`src/rtl/i8288_busctl_if.sv`:
```
// ----------------------------------------------------------------------------
// i8288_busctl_if
// Bus bundle between the processor status/enable pins and the 8288-style
// bus controller.
//
// Signals:
//   s_n[2:0]      processor status S2..S0, 3'b111 is passive
//   aen_n         address enable, high disables all commands
//   cen           command enable, low disables all commands and den
//   ale           address latch enable (downstream latches close on its fall)
//   den           data transceiver enable, active high
//   dt_r_n        transceiver direction, 1 = transmit, 0 = receive
//   mrdc_n, mwtc_n, amwc_n, iorc_n, iowc_n, aiowc_n, inta_n
//                 active-low command strobes
//   bus_state[2:0] debug view of the T-state
//
// Modports:
//   master  the bus controller (drives ale/den/dt_r_n/commands/bus_state)
//   slave   the processor/system side (drives status and enables)
// ----------------------------------------------------------------------------
interface i8288_busctl_if;
    logic [2:0] s_n;
    logic       aen_n;
    logic       cen;
    logic       ale;
    logic       den;
    logic       dt_r_n;
    logic       mrdc_n;
    logic       mwtc_n;
    logic       amwc_n;
    logic       iorc_n;
    logic       iowc_n;
    logic       aiowc_n;
    logic       inta_n;
    logic [2:0] bus_state;

    modport master (
        input  s_n, aen_n, cen,
        output ale, den, dt_r_n, mrdc_n, mwtc_n, amwc_n,
               iorc_n, iowc_n, aiowc_n, inta_n, bus_state
    );

    modport slave (
        output s_n, aen_n, cen,
        input  ale, den, dt_r_n, mrdc_n, mwtc_n, amwc_n,
               iorc_n, iowc_n, aiowc_n, inta_n, bus_state
    );
endinterface

```
`src/rtl/i8288_busctl.sv`:
```
// ----------------------------------------------------------------------------
// i8288_busctl
// Bus controller in the style of the 8288: decodes the processor status
// lines into a T1..T4 bus cycle and produces ale, den, dt_r_n and the
// active-low memory/IO/interrupt-acknowledge command strobes.
//
// Ports:
//   clk    system clock, one rising edge per processor T-state
//   rst_n  synchronous active-low reset
//   bus    i8288_busctl_if.master: status/enables in, strobes/debug out
//
// All outputs come from the registered state and the latched cycle type,
// gated only by aen_n/cen, so status changes never reach an output
// combinationally.
// ----------------------------------------------------------------------------
module i8288_busctl (
    input  logic           clk,
    input  logic           rst_n,
    i8288_busctl_if.master bus
);

    typedef enum logic [2:0] {
        ST_IDLE = 3'd0,
        ST_T1   = 3'd1,
        ST_T2   = 3'd2,
        ST_T3   = 3'd3,
        ST_T4   = 3'd4,
        ST_HALT = 3'd5
    } state_t;

    localparam logic [2:0] S_INTA    = 3'b000;
    localparam logic [2:0] S_IORD    = 3'b001;
    localparam logic [2:0] S_IOWR    = 3'b010;
    localparam logic [2:0] S_HALT    = 3'b011;
    localparam logic [2:0] S_CODE    = 3'b100;
    localparam logic [2:0] S_MRD     = 3'b101;
    localparam logic [2:0] S_MWR     = 3'b110;
    localparam logic [2:0] S_PASSIVE = 3'b111;

    state_t     r_state;
    state_t     w_stateNext;
    logic [2:0] r_cycleType;
    logic [2:0] w_cycleTypeNext;

    logic w_inCycle;
    logic w_cmdPhase;
    logic w_lateWrite;
    logic w_cmdEnable;
    logic w_isWrite;

    // State and latched cycle type. Reset lands in IDLE with a passive
    // type, which drops any strobe on the same edge and skips T4.
    always_ff @(posedge clk) begin
        if (!rst_n) begin
            r_state     <= ST_IDLE;
            r_cycleType <= S_PASSIVE;
        end else begin
            r_state     <= w_stateNext;
            r_cycleType <= w_cycleTypeNext;
        end
    end

    // Next-state logic. Status is only looked at in IDLE, T3 and T4, plus
    // the passive check that releases HALT. The cycle type is captured
    // only on the way into T1 and held for the whole cycle after that.
    always_comb begin
        w_stateNext     = r_state;
        w_cycleTypeNext = r_cycleType;
        case (r_state)
            ST_IDLE, ST_T4: begin
                if (bus.s_n == S_HALT) begin
                    w_stateNext = ST_HALT;
                end else if (bus.s_n != S_PASSIVE) begin
                    w_stateNext     = ST_T1;
                    w_cycleTypeNext = bus.s_n;
                end else begin
                    w_stateNext = ST_IDLE;
                end
            end
            ST_T1:   w_stateNext = ST_T2;
            ST_T2:   w_stateNext = ST_T3;
            ST_T3: begin
                // Non-passive status in T3 inserts a wait state.
                if (bus.s_n == S_PASSIVE) begin
                    w_stateNext = ST_T4;
                end
            end
            ST_HALT: begin
                if (bus.s_n == S_PASSIVE) begin
                    w_stateNext = ST_IDLE;
                end
            end
            default: w_stateNext = ST_IDLE;
        endcase
    end

    // Phase qualifiers for the output decode. Halt never enters T1, so
    // any type seen in T1..T3 is a real transfer type.
    assign w_inCycle   = (r_state == ST_T1) || (r_state == ST_T2) || (r_state == ST_T3);
    assign w_cmdPhase  = (r_state == ST_T2) || (r_state == ST_T3);
    assign w_lateWrite = (r_state == ST_T3);
    assign w_cmdEnable = !bus.aen_n && bus.cen;
    assign w_isWrite   = (r_cycleType == S_IOWR) || (r_cycleType == S_MWR);

    assign bus.ale       = (r_state == ST_T1);
    assign bus.dt_r_n    = w_inCycle ? w_isWrite : 1'b1;
    assign bus.den       = w_cmdPhase && bus.cen;
    assign bus.bus_state = r_state;

    // Read and INTA strobes are mutually exclusive because they key off a
    // single latched type. Advanced writes span T2..T3, normal writes T3.
    assign bus.mrdc_n  = !(w_cmdPhase  && w_cmdEnable &&
                           ((r_cycleType == S_CODE) || (r_cycleType == S_MRD)));
    assign bus.iorc_n  = !(w_cmdPhase  && w_cmdEnable && (r_cycleType == S_IORD));
    assign bus.inta_n  = !(w_cmdPhase  && w_cmdEnable && (r_cycleType == S_INTA));
    assign bus.amwc_n  = !(w_cmdPhase  && w_cmdEnable && (r_cycleType == S_MWR));
    assign bus.aiowc_n = !(w_cmdPhase  && w_cmdEnable && (r_cycleType == S_IOWR));
    assign bus.mwtc_n  = !(w_lateWrite && w_cmdEnable && (r_cycleType == S_MWR));
    assign bus.iowc_n  = !(w_lateWrite && w_cmdEnable && (r_cycleType == S_IOWR));

endmodule

```
`src/flat_wrapper.sv`:
```
// flat-port wrapper written by rule: the top's interface ports become plain ports
module i8288_busctl_flat 
  (clk, rst_n, bus_s_n, bus_aen_n, bus_cen, bus_ale, bus_den, bus_dt_r_n, bus_mrdc_n, bus_mwtc_n, bus_amwc_n, bus_iorc_n, bus_iowc_n, bus_aiowc_n, bus_inta_n, bus_bus_state);
  i8288_busctl_if bus_i ();
  input  logic clk;
  input  logic rst_n;
  input wire logic [$bits(bus_i.s_n)-1:0] bus_s_n;
  input wire logic [$bits(bus_i.aen_n)-1:0] bus_aen_n;
  input wire logic [$bits(bus_i.cen)-1:0] bus_cen;
  output wire logic [$bits(bus_i.ale)-1:0] bus_ale;
  output wire logic [$bits(bus_i.den)-1:0] bus_den;
  output wire logic [$bits(bus_i.dt_r_n)-1:0] bus_dt_r_n;
  output wire logic [$bits(bus_i.mrdc_n)-1:0] bus_mrdc_n;
  output wire logic [$bits(bus_i.mwtc_n)-1:0] bus_mwtc_n;
  output wire logic [$bits(bus_i.amwc_n)-1:0] bus_amwc_n;
  output wire logic [$bits(bus_i.iorc_n)-1:0] bus_iorc_n;
  output wire logic [$bits(bus_i.iowc_n)-1:0] bus_iowc_n;
  output wire logic [$bits(bus_i.aiowc_n)-1:0] bus_aiowc_n;
  output wire logic [$bits(bus_i.inta_n)-1:0] bus_inta_n;
  output wire logic [$bits(bus_i.bus_state)-1:0] bus_bus_state;
  assign bus_i.s_n = bus_s_n;
  assign bus_i.aen_n = bus_aen_n;
  assign bus_i.cen = bus_cen;
  assign bus_ale = bus_i.ale;
  assign bus_den = bus_i.den;
  assign bus_dt_r_n = bus_i.dt_r_n;
  assign bus_mrdc_n = bus_i.mrdc_n;
  assign bus_mwtc_n = bus_i.mwtc_n;
  assign bus_amwc_n = bus_i.amwc_n;
  assign bus_iorc_n = bus_i.iorc_n;
  assign bus_iowc_n = bus_i.iowc_n;
  assign bus_aiowc_n = bus_i.aiowc_n;
  assign bus_inta_n = bus_i.inta_n;
  assign bus_bus_state = bus_i.bus_state;
  i8288_busctl u_core (.clk(clk), .rst_n(rst_n), .bus(bus_i));
endmodule
```
`config.mk`:
```
export PLATFORM = sky130hd
export DESIGN_NAME = i8288_busctl_flat
export DESIGN_NICKNAME = d
export VERILOG_FILES = /design/src/rtl/i8288_busctl_if.sv /design/src/rtl/i8288_busctl.sv /design/src/flat_wrapper.sv
export SDC_FILE = /design/constraint.sdc
export NUM_CORES = 1
export LEC_CHECK = 0
export CAP_MARGIN = 20
export CORE_AREA = 2 2 39 41
export CTS_BUF_LIST = sky130_fd_sc_hd__clkbuf_8
export DETAILED_ROUTE_END_ITERATION = 6
export DIE_AREA = 0 0 41 43
export PLACE_DENSITY_LB_ADDON = 0.1
export SLEW_MARGIN = 20
export SYNTH_ARGS = -nofsm -noshare
export SYNTH_HDL_FRONTEND = slang
export SYNTH_SLANG_ARGS = --single-unit
```
`constraint.sdc`:
```
create_clock -name clk -period 1.1 [get_ports clk]
set_input_delay 0.165 -clock clk [delete_from_list [all_inputs] [get_ports clk]]
set_output_delay 0.165 -clock clk [all_outputs]
set_load 0.005 [all_outputs]
```
==> results of run 1 <==
## cell families after synthesis
kind of cell / Yosys count
DFF: 6
and+or+nand+nor: 32
buffers and inverters: 2
AOI/OAI and AO/OA: 7
## layer usage
metal	GRT usage, %	wire length [µm]	up-vias
met5	0	0	-
met4	10.0	7	0
met3	3.66	102	2
met2	30.6	869	22
met1	19.7	584	246
li1	-	-	272
## power by group
part | internal (W) | switching [W]
Combinational | 0.000237 | 0.000164
Sequential | 0.000241 | 0.0000240
Clock | 0.000235 | 0.0000945
Total | 0.000713 | 0.000282
## through the flow
step           TNS [ns]  area [µm²]  setup WS (ns)  total power [W]
3_5_place_dp      -7.64         684         -0.827         0.000512
6_report          -4.15         946         -0.468         0.000995
2_1_floorplan   -0.0537         372        -0.0537         0.000353
3_3_place_gp      -7.64         684         -0.819         0.000512
4_1_cts           -3.03         776         -0.471         0.000879
5_1_grt           -5.13         946         -0.536          0.00106
## what timing repair did
action	4_1_cts	5_1_grt
setup buffers	6	11
gates resized for setup	71	29
cloned	1	0
pin swaps	8	12
endpoints found under the setup margin	17	18
## critical path, stage by stage, from the launching register on
cell	delay (ns)
dfxtp_2	0.34
nand2_4	0.07
nor4_4	0.29
or3b_1	0.36
buf_2	0.13
## area by class of cell
| class | count | area, µm² | area share [%] |
|---|---|---|---|
| Timing Repair Buffer | 48 | 413 | 43.7 |
| Tap cell | 16 | 20.0 | 2.12 |
| Sequential cell | 6 | 130 | 13.8 |
| Clock buffer | 3 | 41.3 | 4.37 |
| Multi-Input combinational cell | 39 | 342 | 36.1 |
## state kept, by name, summed over array words and instances, names as in the netlist
name / flops
u_core.bus.bus_state: 3
u_core.r_cycleType: 3
## worst min-delay path by stage
stage                          startpoint  cells after the start               endpoint  slack [ns]
finish                         bus_s_n[0]                      3  u_core.r_cycleType[2]        0.50
global route                   bus_s_n[0]                      3  u_core.r_cycleType[2]        0.52
CTS                            bus_s_n[0]                      3  u_core.r_cycleType[2]        0.44
detailed placement  u_core.r_cycleType[1]                      3  u_core.r_cycleType[1]        0.61
global placement    u_core.r_cycleType[0]                      3  u_core.r_cycleType[0]        0.63
floorplan                           rst_n                      1  u_core.r_cycleType[0]        0.24
## cells in the final DEF (no fill, tap or decap), drive strengths merged
| cell | synthesis | routed |
|---|---|---|
| or3b | 1 | 1 |
| nor3 | 3 | 3 |
| nand2b | 1 | 1 |
| and3 | 3 | 3 |
| buf | 0 | 42 |
| o2111a | 1 | 1 |
| o21ai | 3 | 3 |
| o31a | 1 | 1 |
| clkdlybuf4s50 | 0 | 3 |
| nor4b | 1 | 1 |
| nand3 | 3 | 3 |
| nor4 | 2 | 2 |
| clkbuf | 2 | 3 |
| nand3b | 1 | 1 |
| nand2 | 7 | 7 |
| a2111oi | 1 | 1 |
| a21oi | 1 | 1 |
| nor2b | 3 | 3 |
| or3 | 1 | 1 |
| nor2 | 6 | 6 |
| dlygate4sd2 | 0 | 3 |
| dfxtp | 6 | 6 |
==> results.tsv, run 1 <==
metric	value	unit
synth-edff-count	0	
final_util	68.4	%
cts_tree	yes	
seq_area_frac_synth	33.6	%
r2r_setup_slack	-0.19	ns
coreArea	0.00138	mm²
grt_pass1_wl	2130	µm
cts_root_buffer	clkbuf_8	
maxSlewHeadroom	82.5	%
clock_path_buffers	2	
violations	negative setup slack	
grt-ovfl-total	0	
cp.arrival	1.40	ns
period_minus_slack	1.57	ns
final_hold_viol_count	0	
synth_top_family_by_area	simple AND/OR/NAND/NOR gates	
yosysWarnings	0	
finalCritPeriodShare	143	%
yosys.area.top_type	dfxtp_1	
rsz0062_at_grt	yes	
yosysUniqueCellTypes	20	
yosysTopAreaCellShare	33.6	%
fp.dieW	41	µm
grt_pass1_vias	491	
power.density	1050	mW/mm²
outcome	finished with violations	
routed-via-count	542	
r2r_cells	6	
drt_iter0_drc	6	
postRouteAntennaNets	0	
crit_type	flip-flop to output pin	
drc	0	
synth.avg_cell_area	7.61	µm²
synth_commonest_cells	nand2_1, dfxtp_1, nor2_1	
die_h	43	µm
gp_congestion	0.841	
worst_pin_slew	0.261	ns
ir_drop	0.759	mV
synth.area.mux_share	0	%
synthXorXnorAreaFrac	0	%
slew_violations	0	
synth_compound_area_share	13.6	%
fin_ws	-0.468	ns
max_cap_viol_count	0	
synthAdderAreaFrac	0	%
rows	14	
cts_max_level	1	
n_antenna_cell	0	
crit_fanout	3	
synthArstFlopShare	0	%
via_per_inst	4.84	
synthTopCellsByArea	dfxtp_1, nand2_1, nor2_1	
synth-simple-area-share	50.7	%
fmaxAchievable	0.638	GHz
critPathLaunchType	flip-flop	
end_kind	output pin	
whs	0.499	ns
dr.pass1.iters	4	
drive_gt1_share	66.7	%
wirelength	1560	µm
reg2reg_from	u_core.bus.bus_state[1]	
grt_start_max_net_pins	7	
fill_cells	105	
postSynthCellCount	47	
skew	0.00367	ns
portBuffers	19	
area_growth	164	%
clkSinkCount	6	
die-area	0.00176	mm²
mappedNetlistArea	358	µm²
nNetsFinal	105	
yosys_register_bits	6	
critPathLaunch	u_core.bus.bus_state[1]	
final_cells	112	
dp_hpwl	832	µm
leakage	0.404	nW
worstReg2RegEnd	u_core.bus.bus_state[2]	
clk_latency	0.22	ns
min_path_type	primary input to flip-flop	
syn_nets	54	
grt_use_total	18.2	%
setup_viol	16	
cts_hold_buf	0	
wl_per_cell	14.0	µm
crit_end	bus_inta_n	
start_util	25.9	%
required	0.94	ns
synth.most_common_cell	nand2_1	
ioPinCount	20	
synthFlopType	dfxtp_1	
cts_buffers	3	
antenna_found_initial	0	
path_clk_slew	0.04	ns
dp.cells	95	
(Power assumes the default switching activity.)
==> run 2, diff against run 1 <==
--- a/config.mk
+++ b/config.mk
@@ -10,6 +10,7 @@
 export CTS_BUF_LIST = sky130_fd_sc_hd__clkbuf_8
 export DETAILED_ROUTE_END_ITERATION = 6
 export DIE_AREA = 0 0 41 43
+export MAX_ROUTING_LAYER = met4
 export PLACE_DENSITY_LB_ADDON = 0.1
 export SLEW_MARGIN = 20
 export SYNTH_ARGS = -nofsm -noshare
==> run 2 against run 1 <==
Effect of this change:
- the flow still finishes with violations (negative setup slack)
- power barely moved
- non-clock buffer count stayed put
- critical path depth is the same
==> results.tsv, run 2 (synthesis results as in run 1) <==
metric	value	unit	change
outcome	finished with violations		
violations	negative setup slack		
fin_ws	-0.467	ns	+0.000388 ns
grt-ovfl-total	0		unchanged
final_hold_viol_count	0		unchanged
leakage	0.404	nW	about the same
period_minus_slack	1.57	ns	-0.000388 ns
drt_iter0_drc	8		+2
p_int	0.000713	W	about the same
end_kind	output pin		
path_depth	4		unchanged
fp.dieW	41	µm	unchanged
holdPathEnd	u_core.r_cycleType[2]		
clock_path_buffers	2		unchanged
min_path_type	primary input to flip-flop		
reg2reg_from	u_core.bus.bus_state[1]		
final_cells	112		unchanged
r2r_setup_slack	-0.19	ns	about the same
layout_common_cells	buf_4, buf_6, buf_2		
wirelength	1570	µm	+0.45%
portBuffers	19		unchanged
coreArea	0.00138	mm²	unchanged
ir_drop	0.757	mV	-0.21%
power.density	1050	mW/mm²	about the same
start_util	25.9	%	unchanged
maxSlewHeadroom	82.6	%	about the same
power_frac_seq	26.7	%	about the same
rsz0062_at_grt	yes		
critPathLaunchType	flip-flop		
die_h	43	µm	unchanged
gp_congestion	0.854		+1.5%
p_switching	0.000282	W	-0.16%
clk_latency	0.22	ns	about the same
slew_violations	0		unchanged
hold_start	bus_s_n[0]		
r2r_cells	6		unchanged
p_clk_share	33.1	%	about the same
crit_fanout	3		unchanged
finalCritPeriodShare	142	%	about the same
dp_hpwl	832	µm	unchanged
setup_viol	16		unchanged
wl_per_cell	14.0	µm	+0.45%
cts_root_buffer	clkbuf_8		
grt_pass1_vias	491		unchanged
cp.arrival	1.40	ns	about the same
cts_buffers	3		unchanged
hold_depth	3		unchanged
crit_slowest_cell	or3b_1		
critPathMaxStageDelay	0.36	ns	about the same
skew	0.00337	ns	-0.000296 ns
required	0.94	ns	about the same
drc	0		unchanged
grt_start_max_net_pins	7		unchanged
rows	14		unchanged
dp.cells	95		unchanged
routed-via-count	542		unchanged
area_growth	164	%	unchanged
cts_tree	yes		
crit_family	simple AND/OR/NAND/NOR gates		
postRouteAntennaNets	0		unchanged
fill_cells	105		unchanged
drive_gt1_share	66.7	%	unchanged
path_cells	nand2_4, nor4_4, or3b_1, buf_2		
max_cap_viol_count	0		unchanged
antenna_found_initial	0		unchanged
grt_use_total	18.8	%	+0.55 points
p_sw_share	28.3	%	-0.040 points
grt_pass1_wl	2130	µm	unchanged
die-area	0.00176	mm²	unchanged
worstReg2RegEnd	u_core.bus.bus_state[2]		
ioPinCount	20		unchanged
worst_pin_slew	0.260	ns	-0.000187 ns
fmaxAchievable	0.638	GHz	about the same
crit_type	flip-flop to output pin		
via_per_inst	4.84		unchanged
cts_max_level	1		unchanged
path_clk_slew	0.04	ns	about the same
path_buf_inv	1		unchanged
power.share.combinational	40.3	%	about the same
post-place-ws	-0.827	ns	unchanged
n_antenna_cell	0		unchanged
dr.pass1.iters	4		unchanged
clkSinkCount	6		unchanged
nNetsFinal	105		unchanged
final_common_cell	buf_4		
==> run 2: cell counts in the layout (fill, tap and decap cells not counted) <==
No cell type changed its count.
==> run 2: final cells by class <==
cell class / count / area (µm²) / area share [%]
clock buffer: 3 / 41.3 / 4.37
multi-input combinational: 39 / 342 / 36.1
sequential: 6 / 130 / 13.8
tap: 16 / 20.0 / 2.12
timing repair buffer: 48 / 413 / 43.7
==> run 2: worst max-delay path by stage <==
stage	startpoint	to	slack [ns]
after floorplan	u_core.r_cycleType[2]	bus_inta_n	-0.05
after global placement	bus_aen_n	bus_inta_n	-0.82
after detailed placement	bus_aen_n	bus_inta_n	-0.83
after CTS	u_core.bus.bus_state[1]	bus_inta_n	-0.47
after global routing	u_core.bus.bus_state[1]	bus_inta_n	-0.54
final	u_core.bus.bus_state[1]	bus_inta_n	-0.47
==> run 2: worst reg2reg max path, stage by stage, from the launching register on <==
cell and delay (ns):
dfxtp_2 0.32, buf_4 0.13, buf_6 0.11, buf_4 0.13, buf_6 0.12, and3_1 0.13, o31a_1 0.22
==> run 2: layer usage <==
| layer | share of wire, % | up-vias | track usage, % |
|---|---|---|---|
| met5 | 0 | - | - |
| met4 | 0.45 | 0 | 10.0 |
| met3 | 6.6 | 2 | 4.19 |
| met2 | 55 | 22 | 30.6 |
| met1 | 38 | 245 | 19.7 |
| li1 | - | 273 | - |
==> run 2: power by group through the flow <==
stage	combinational [W]	clock (W)	sequential, W
floorplan	0.0000893	0	0.000264
global placement	0.000249	0	0.000263
detailed placement	0.000249	0	0.000263
CTS	0.000274	0.000340	0.000265
global route	0.000430	0.000359	0.000268
finish	0.000400	0.000329	0.000265
==> run 2: timing repair <==
| item | in CTS | in global routing |
|---|---|---|
| setup endpoints to repair | 17 | 18 |
| pin swaps | 8 | 13 |
| buffers inserted | 6 | 11 |
| resized for setup | 71 | 29 |
| gates cloned | 1 | 0 |
| hold buffers | 0 | 0 |
==> run 2: per-stage QoR <==
stage	setup TNS [ns]	area, µm²	utilization [%]	power (W)	hold slack (ns)
2_1_floorplan	-0.0537	372	-	0.000353	0.241
3_3_place_gp	-7.64	684	49.5	0.000512	0.628
3_5_place_dp	-7.64	684	49.5	0.000512	0.609
6_report	-4.11	946	68.4	0.000995	0.499
5_1_grt	-5.10	946	68.4	0.00106	0.525
4_1_cts	-3.03	776	56.1	0.000879	0.443
==> run 3, diff against run 2 <==
--- a/config.mk
+++ b/config.mk
@@ -12,6 +12,7 @@
 export DIE_AREA = 0 0 41 43
 export MAX_ROUTING_LAYER = met4
 export PLACE_DENSITY_LB_ADDON = 0.1
+export SKIP_LAST_GASP = 1
 export SLEW_MARGIN = 20
 export SYNTH_ARGS = -nofsm -noshare
 export SYNTH_HDL_FRONTEND = slang
==> run 3 against run 2 <==
Effect of this change:
- the run still ends with negative setup slack left
- clock power about the same
- worst setup slack better by 0.026 ns
- global-route usage is 0.52 points lower
- largest power group unchanged
- utilization is 5.4 points lower
- worst hold slack worse by 0.0039 ns
- power shrank 4.5%
- first-iteration DRC count increased by 88%
- fmax grew 1.7%
==> results.tsv, run 3 (synthesis results as in run 1) <==
metric	value	unit	change
outcome	finished with violations		
violations	negative setup slack		
crit_fanout	3		unchanged
maxSlewHeadroom	84.1	%	+1.6 points
clkSinkCount	6		unchanged
required	0.94	ns	about the same
n_antenna_cell	0		unchanged
die-area	0.00176	mm²	unchanged
final_cell_area	871	µm²	-7.9%
worstReg2RegEnd	u_core.bus.bus_state[2]		
finalCritPeriodShare	140	%	-2.3 points
grt_start_max_net_pins	7		unchanged
critPathLaunch	u_core.bus.bus_state[1]		
crit_type	flip-flop to output pin		
ff_latch_area	130	µm²	unchanged
cts_max_level	1		unchanged
cts_root_buffer	clkbuf_8		
final_hold_viol_count	0		unchanged
final_cells	107		-4.5%
fin_ws	-0.442	ns	+0.0258 ns
grt_pass1_vias	487		-0.81%
fill_cells	129		+23%
dp.cells	95		unchanged
hold_start	bus_s_n[0]		
nNetsFinal	100		-4.8%
critPathLaunchType	flip-flop		
multi_input_area	339	µm²	-0.73%
setup_viol	17		+1
start_util	25.9	%	unchanged
dp_hpwl	832	µm	unchanged
path_cells	nand2_4, nor4_4, or3b_1, buf_2		
cts_tree	yes		
via_per_inst	4.93		+1.8%
layout_common_cells	buf_4, buf_2, buf_6		
clk_latency	0.22	ns	about the same
grt_pass1_wl	2080	µm	-2.0%
area_growth	143	%	
p_switching	0.000271	W	-3.8%
p_int	0.000679	W	-4.8%
rsz0062_at_grt	yes		
gp_congestion	0.854		unchanged
power_frac_seq	28.3	%	+1.6 points
postRouteAntennaNets	0		unchanged
fp.dieW	41	µm	unchanged
power.density	1090	mW/mm²	+3.7%
end_kind	output pin		
drt_iter0_drc	15		+7
worst_pin_slew	0.237	ns	-0.0232 ns
min_path_type	primary input to flip-flop		
power.share.combinational	37.1	%	-3.2 points
final_util	62.9	%	-5.4 points
ir_drop	0.781	mV	+3.2%
portBuffers	19		unchanged
drc	0		unchanged
ioPinCount	20		unchanged
max_cap_viol_count	0		unchanged
p_sw_share	28.5	%	+0.22 points
leakage	0.365	nW	-9.6%
crit_slowest_cell	or3b_1		
fmaxAchievable	0.649	GHz	+1.7%
die_h	43	µm	unchanged
reg2reg_from	u_core.bus.bus_state[1]		
antenna_found_initial	0		unchanged
clock_path_buffers	2		unchanged
place_area	684	µm²	unchanged
total_power	0.000950	W	-4.5%
final_common_cell	buf_4		
whs	0.495	ns	-0.00389 ns
cp.arrival	1.38	ns	-0.02 ns
routed-via-count	527		-2.8%
drive_gt1_share	63.7	%	-2.9 points
dr.pass1.iters	4		unchanged
grt-ovfl-total	0		unchanged
wirelength	1490	µm	-4.9%
p_clk_share	34.6	%	+1.5 points
path_clk_slew	0.04	ns	about the same
cts_buffers	3		unchanged
coreArea	0.00138	mm²	unchanged
wl_per_cell	14.0	µm	-0.46%
skew	0.00242	ns	-0.000950 ns
critPathMaxStageDelay	0.36	ns	about the same
slew_violations	0		unchanged
period_minus_slack	1.54	ns	-0.0258 ns
r2r_setup_slack	-0.19	ns	about the same
crit_end	bus_inta_n		
rows	14		unchanged
grt_use_total	18.2	%	-0.52 points
r2r_cells	6		unchanged
[run 3: power groups by stage]
stage,Sequential (W),Combinational [W],Clock (W)
floorplan,0.000264,0.0000893,0
global placement,0.000263,0.000249,0
detailed placement,0.000263,0.000249,0
CTS,0.000264,0.000271,0.000340
global route,0.000272,0.000378,0.000355
finish,0.000269,0.000352,0.000329
[run 3: cell type report]
cell class	instances	share of cell area, %
tap	16	2.30
timing repair buffer	43	39.1
sequential	6	14.9
multi-input combinational	39	38.9
clock buffer	3	4.74
[run 3: repair_timing]
item / CTS / global route
cloned: 1 / 0
hold buffers: 0 / 0
resized for setup: 69 / 21
buffers inserted: 6 / 6
endpoints found under the setup margin: 17 / 18
pin swaps: 8 / 11
[run 3: per-layer routing]
metal | GRT usage (%) | up-vias | routed length (µm)
li1 | - | 260 | -
met1 | 20.1 | 242 | 569
met2 | 28.7 | 23 | 801
met3 | 4.19 | 2 | 115
met4 | 10.0 | 0 | 7
met5 | - | - | 0
[run 3: how the worst min path moves through the flow]
stage / end / slack, ns / cells past startpoint
3_5_place_dp: u_core.r_cycleType[1] / 0.61 / 3
5_1_grt: u_core.r_cycleType[2] / 0.51 / 3
6_report: u_core.r_cycleType[2] / 0.50 / 3
4_1_cts: u_core.r_cycleType[2] / 0.44 / 3
2_1_floorplan: u_core.r_cycleType[0] / 0.24 / 1
3_3_place_gp: u_core.r_cycleType[0] / 0.63 / 3
[run 3: worst max-delay path: cells and delay by family (launching register included)]
kind,cells,cell delay [ns]
flip-flops,1,0.34
buffers and inverters,1,0.13
AND/OR/NAND/NOR,3,0.69
[run 3: stage by stage]
step,worst slack [ns],TNS (ns)
after floorplan,-0.0537,-0.0537
after global placement,-0.819,-7.64
after detailed placement,-0.827,-7.64
after CTS,-0.471,-3.03
after global routing,-0.512,-4.95
final,-0.442,-3.92
